--- src/rtl/booth_mul_pkg.sv ---
`default_nettype none
// ============================================================================
// booth_mul_pkg : shared types and constants for the radix-4 Booth sequencer
// Revision 1.0
// ============================================================================
package booth_mul_pkg;

  localparam int OP_W     = 16;
  localparam int PROD_W   = 32;
  localparam int N_GROUPS = 8;
  localparam int FIELD_W  = OP_W + 1;
  localparam int GRP_W    = 3;

  typedef enum logic [1:0] {
    IDLE = 2'd0,
    CALC = 2'd1,
    DONE = 2'd2
  } state_t;

  // Booth group encodings {y[2i+1], y[2i], y[2i-1]}
  localparam logic [2:0] GRP_ZERO_A = 3'b000;
  localparam logic [2:0] GRP_P1_A   = 3'b001;
  localparam logic [2:0] GRP_P1_B   = 3'b010;
  localparam logic [2:0] GRP_P2     = 3'b011;
  localparam logic [2:0] GRP_M2     = 3'b100;
  localparam logic [2:0] GRP_M1_A   = 3'b101;
  localparam logic [2:0] GRP_M1_B   = 3'b110;
  localparam logic [2:0] GRP_ZERO_B = 3'b111;

endpackage
`default_nettype wire

--- src/rtl/booth_decoder.sv ---
`default_nettype none
// ============================================================================
// booth_decoder : one radix-4 Booth group -> 17-bit field plus carry-in
// Revision 1.0
// ============================================================================
module booth_decoder
  import booth_mul_pkg::*;
(
  input  logic [OP_W-1:0]    x,
  input  logic [2:0]         grp_bits,
  output logic [FIELD_W-1:0] field,
  output logic               cin
);

  logic [FIELD_W-1:0] x_one;
  logic [FIELD_W-1:0] x_two;
  logic [FIELD_W-1:0] mag;
  logic               neg;

  assign x_one = {x[OP_W-1], x};
  assign x_two = {x, 1'b0};

  // Negation is split into complement here and +1 via cin in the adder.
  always_comb begin
    mag = '0;
    neg = 1'b0;
    case (grp_bits)
      GRP_P1_A, GRP_P1_B: mag = x_one;
      GRP_P2:             mag = x_two;
      GRP_M2: begin
        mag = x_two;
        neg = 1'b1;
      end
      GRP_M1_A, GRP_M1_B: begin
        mag = x_one;
        neg = 1'b1;
      end
      default: begin
        mag = '0;
        neg = 1'b0;
      end
    endcase
    field = neg ? ~mag : mag;
    cin   = neg;
  end

endmodule
`default_nettype wire

--- src/rtl/booth_mul_seq.sv ---
`default_nettype none
// ============================================================================
// booth_mul_seq : iterative 16x16 signed radix-4 Booth multiplier, 1 group/cycle
// Revision 1.0
// ============================================================================
module booth_mul_seq
  import booth_mul_pkg::*;
#(
  parameter int TAG_W = 4
) (
  input  logic              clk,
  input  logic              rst_n,
  input  logic              in_valid,
  output logic              in_ready,
  input  logic [OP_W-1:0]   in_x,
  input  logic [OP_W-1:0]   in_y,
  input  logic [TAG_W-1:0]  in_tag,
  output logic              out_valid,
  input  logic              out_ready,
  output logic [PROD_W-1:0] out_p,
  output logic [TAG_W-1:0]  out_tag,
  output logic              busy
);

  state_t state;
  state_t state_nxt;

  logic [OP_W-1:0]    x_q;
  logic [OP_W-1:0]    y_q;
  logic [TAG_W-1:0]   tag_q;
  logic [TAG_W-1:0]   tag_out_q;
  logic [PROD_W-1:0]  acc;
  logic [PROD_W-1:0]  p_q;
  logic [GRP_W-1:0]   grp;

  logic               accept;
  logic               last_grp;
  logic [OP_W:0]      y_ext;
  logic [2:0]         grp_bits;
  logic [4:0]         shamt;
  logic [FIELD_W-1:0] field;
  logic               cin;
  logic [PROD_W-1:0]  term;
  logic [PROD_W-1:0]  cin_term;
  logic [PROD_W-1:0]  acc_nxt;

  assign in_ready  = (state == IDLE);
  assign busy      = (state != IDLE);
  assign out_valid = (state == DONE);
  assign out_p     = p_q;
  assign out_tag   = tag_out_q;

  assign accept   = in_valid && (state == IDLE);
  assign last_grp = (grp == GRP_W'(N_GROUPS - 1));

  // y_ext[j] = y[j-1] with y[-1] = 0, so group i sits at y_ext[2i +: 3].
  assign y_ext    = {y_q, 1'b0};
  assign grp_bits = y_ext[{grp, 1'b0} +: 3];
  assign shamt    = {1'b0, grp, 1'b0};

  booth_decoder u_dec (
    .x        (x_q),
    .grp_bits (grp_bits),
    .field    (field),
    .cin      (cin)
  );

  assign term     = {{(PROD_W - FIELD_W){field[FIELD_W-1]}}, field} << shamt;
  assign cin_term = {{(PROD_W - 1){1'b0}}, cin} << shamt;
  assign acc_nxt  = acc + term + cin_term;

  always_ff @(posedge clk) begin
    if (!rst_n) begin
      state <= IDLE;
    end else begin
      state <= state_nxt;
    end
  end

  always_comb begin
    state_nxt = state;
    case (state)
      IDLE:    if (in_valid) state_nxt = CALC;
      CALC:    if (last_grp) state_nxt = DONE;
      DONE:    if (out_ready) state_nxt = IDLE;
      default: state_nxt = IDLE;
    endcase
  end

  // Result and tag get their own registers so they hold while the next op runs.
  always_ff @(posedge clk) begin
    if (!rst_n) begin
      x_q       <= '0;
      y_q       <= '0;
      tag_q     <= '0;
      tag_out_q <= '0;
      acc       <= '0;
      p_q       <= '0;
      grp       <= '0;
    end else begin
      if (accept) begin
        x_q   <= in_x;
        y_q   <= in_y;
        tag_q <= in_tag;
        acc   <= '0;
        grp   <= '0;
      end else if (state == CALC) begin
        acc <= acc_nxt;
        if (last_grp) begin
          p_q       <= acc_nxt;
          tag_out_q <= tag_q;
        end else begin
          grp <= grp + GRP_W'(1);
        end
      end
    end
  end

endmodule
`default_nettype wire

--- config.mk ---
export PLATFORM = sky130hd
export DESIGN_NAME = booth_mul_seq
export DESIGN_NICKNAME = d
export VERILOG_FILES = /design/src/rtl/booth_mul_pkg.sv /design/src/rtl/booth_decoder.sv /design/src/rtl/booth_mul_seq.sv
export SDC_FILE = /design/constraint.sdc
export NUM_CORES = 1
export LEC_CHECK = 0
export ABC_AREA = 1
export CAP_MARGIN = 20
export CORE_AREA = 2 2 144 146
export CTS_BUF_LIST = sky130_fd_sc_hd__clkbuf_8
export DETAILED_ROUTE_END_ITERATION = 6
export DIE_AREA = 0 0 146 148
export PLACE_DENSITY = 0.69
export SETUP_SLACK_MARGIN = 0.2
export SLEW_MARGIN = 20
export SYNTH_ARGS = -nofsm -noshare
export SYNTH_HDL_FRONTEND = slang
export SYNTH_SLANG_ARGS = --single-unit
--- constraint.sdc ---
create_clock -name clk -period 5.5 [get_ports clk]
set_clock_uncertainty 0.05 [all_clocks]
set_input_delay 1.1 -clock clk [delete_from_list [all_inputs] [get_ports clk]]
set_output_delay 1.1 -clock clk [all_outputs]
set_load 0.03 [all_outputs]
==> reports/results.txt <==
Via density - 5.169
crit path max fanout - 23
beginning of the critical path - grp[0]
drc violations - 0
Die ar. - 21,610 um2
number of antenna diodes - 0
hpwl dp - 16,480 um
Horiz. Die Dim - 146 um
ys async rst share - 0%
Rows - 52
Max Fclk - 202.3 MHz
reg2reg start - grp[0]
initial core utilization - 39.40%
Switching Fraction - 42.61%
RR Endpoint - acc[25]
CTS H-Tree Depth - 3
Clk pwr share - 21.5%
pwr dens - 258.2 nW/um2
crit path launch type - register
Comb power frac - 41.9%
maxcap violations - 0
Worst-Margin Slew - 1.007 ns
Cell Area, Synth - 7895 um2
setup TNS - 0 ns
CTS Buf Count - 9
Period minus WS final - 4.943 ns
Mapped Nets - 1,320
Clk pin slew, worst setup/hold paths - 0.12 ns
R2R depth - 29
Layout area overhead - 15.55%
Post-Syn Area per Cell - 6.514 um2
DRT Pass-1 Iters - 6
Post-synth top flop - dfxtp_1
vias - 7,945
sequential power share - 36.6%
RSZ-0062 raised after global routing - yes
GP Congestion - 1.003
grt ovf - 0
count of pins over their slew limit - 0
vias in the first global route - 7,399
Fillers - 2,129
hold endpoint - out_tag[0]
largest net degree at the start of global routing - 67
Final ANT Viol Nets - 0
Hold Crit Depth - 2
Syn Inst Count - 1,212
sw power - 1.004 mW
relative slew slack - 32.73%
outcome - complete, no violations
Synth warnings - 0
first-pass GRT wire length - 36,180 um
crit path kind - register to register
clk buf depth - 2
Top Ports - 79
Layout Nets - 1,370
DR iter-0 viols - 744
sequential cell area fraction in the yosys report - 27.64%
all-layer global routing usage - 20.48%
Core ar. - 20,040 um2
CP Data Arrival Time - 5.21 ns
hold_buf cts - 0
initial antenna violation count - 0
Netlist cell types - 37
internal power - 1.352 mW
DIE HEIGHT - 148 um
Layout Utilization - 45.52%
Tot Pwr - 2.356 mW
Clock Latency Late Sink - 0.41 ns
DR WL/cell - 14.23 um
Post-synth EDFFs - 0
count of final setup violators - 0
Leak - 4.457 nW
Hold Path Class - register to register
Data required, critical path - 5.77 ns
CTS tree - yes
R2R Setup Slk - 0.56 ns
post-route insts no fill - 1,537
layout cells sized above 1 - 5.683%
Period Utilization, post-route - 89.87%
CP max stage delay - 0.47 ns
Most common cell on crit path - nand2_1
critical path's slowest cell - fa_1
Synth Register Bits - 109
Clock Sinks - 109
final wirelength - 21,870 um
Hold Fails Final Rpt - 0
Worst Hold Launch - tag_q[0]
CP Capture Type - register
Max IR drop VDD - 0.1354 mV
number of port buffers - 78
# placed instances - 1,520
root buffer cell - clkbuf_8
[critical path, delay by kind of cell (launching register included)]
family,cells,cell delay [ns]
AND/OR/NAND/NOR,17,1.94
buffers and inverters,5,0.52
AO/OA/AOI/OAI,4,0.84
flip-flops,1,0.41
adder cells (fa/ha/maj),3,1.07
[flip-flops by register name, summed over array words and instances, names as in the netlist]
| name | count |
|---|---|
| grp | 3 |
| out_p | 32 |
| x_q | 16 |
| tag_q | 4 |
| acc | 32 |
| y_q | 16 |
| state | 2 |
| out_tag | 4 |
[power groups by stage]
stage | clock network, mW | registers, mW | logic (mW)
2_1_floorplan | 0 | 0.868 | 0.732
3_3_place_gp | 0 | 0.879 | 0.954
3_5_place_dp | 0 | 0.879 | 0.960
4_1_cts | 0.526 | 0.862 | 0.967
5_1_grt | 0.552 | 0.868 | 1.12
6_report | 0.507 | 0.862 | 0.986
[repair_timing]
| action | 4_1_cts | 5_1_grt |
|---|---|---|
| setup buffers | 0 | 1 |
| resized for setup | 1 | 20 |
| pin swaps | 0 | 1 |
| endpoints found under the setup margin | 7 | 43 |
[cell usage after synthesis, types with 3 or more instances]
library cell | instances | area (um2)
o21bai_1 | 15 | 112.6
nor3_1 | 10 | 50.05
nand2_1 | 252 | 945.9
a31oi_1 | 7 | 43.79
dfxtp_1 | 109 | 2182
nand3_2 | 13 | 130.1
xnor2_1 | 8 | 70.07
buf_1 | 9 | 33.78
xor2_1 | 8 | 70.07
clkbuf_1 | 34 | 127.6
buf_6 | 6 | 67.56
a21o_1 | 4 | 30.03
inv_2 | 4 | 15.01
buf_2 | 6 | 30.03
nor2_1 | 160 | 600.6
o22ai_1 | 3 | 18.77
o21a_1 | 7 | 52.55
ha_1 | 59 | 738.2
clkinv_1 | 3 | 11.26
o211ai_1 | 21 | 157.7
or2_2 | 3 | 18.77
o21ai_0 | 91 | 455.4
nor4_1 | 5 | 31.28
fa_1 | 9 | 180.2
nand3_1 | 161 | 805.8
o21ai_1 | 8 | 40.04
a21oi_1 | 49 | 245.2
inv_1 | 126 | 473.0
nand4_1 | 13 | 81.33
[layout make-up]
type / instances / area, um2 / share of cell area (%)
Multi-Input combinational cell: 912 / 4974 / 54.52
Sequential cell: 109 / 2187 / 23.97
Timing Repair Buffer: 96 / 914.6 / 10.03
Inverter: 134 / 506.7 / 5.555
Tap cell: 270 / 337.8 / 3.703
Clock buffer: 9 / 123.9 / 1.358
Clock inverter: 7 / 78.83 / 0.8641
[through the flow]
| step | cell area [um2] | hold slack, ns | setup slack (ns) |
|---|---|---|---|
| 6_report | 9123 | 0.4116 | 0.5574 |
| 2_1_floorplan | 7895 | 0.3914 | 0.7462 |
| 3_5_place_dp | 8870 | 0.4071 | 0.1469 |
| 4_1_cts | 9074 | 0.4128 | 0.2128 |
| 5_1_grt | 9123 | 0.4299 | 0.1534 |
| 3_3_place_gp | 8870 | 0.3983 | 0.2648 |
[kinds of logic after synthesis]
family,after synthesis,synth area share (%)
AO/OA/AOI/OAI,208,15.10
AND/OR/NAND/NOR,620,33.98
XOR/XNOR,16,1.775
buffers and inverters,191,9.873
adder cells (fa/ha/maj),68,11.63
flip-flops,109,27.64
[cells in the final DEF, fill, tap and decap left out, types with 15 or more instances in the layout]
cell type	count
nand2_1	252
nand3_1	161
nor2_1	159
inv_1	126
dfxtp_1	107
o21ai_0	84
clkdlybuf4s50_1	77
ha_1	55
a21oi_1	49
o211ai_1	21
buf_4	17
o21bai_1	15
[worst max-delay path by stage]
stage,end,slack (ns),cells past startpoint
6_report,acc[25],0.56,29
5_1_grt,out_p[21],0.15,29
4_1_cts,out_p[29],0.21,28
3_5_place_dp,out_p[29],0.15,28
3_3_place_gp,out_p[21],0.26,28
2_1_floorplan,acc[22],0.75,28
[per-layer routing]
layer / GRT usage [%] / wire length [um] / up-vias
met5: 0 / 0 / -
met4: 7.913 / 601 / 0
met3: 3.025 / 1189 / 38
met2: 33.49 / 9863 / 227
met1: 27.40 / 10210 / 3571
li1: - / - / 4109
Note: power is estimated with default switching activity, not from simulation.
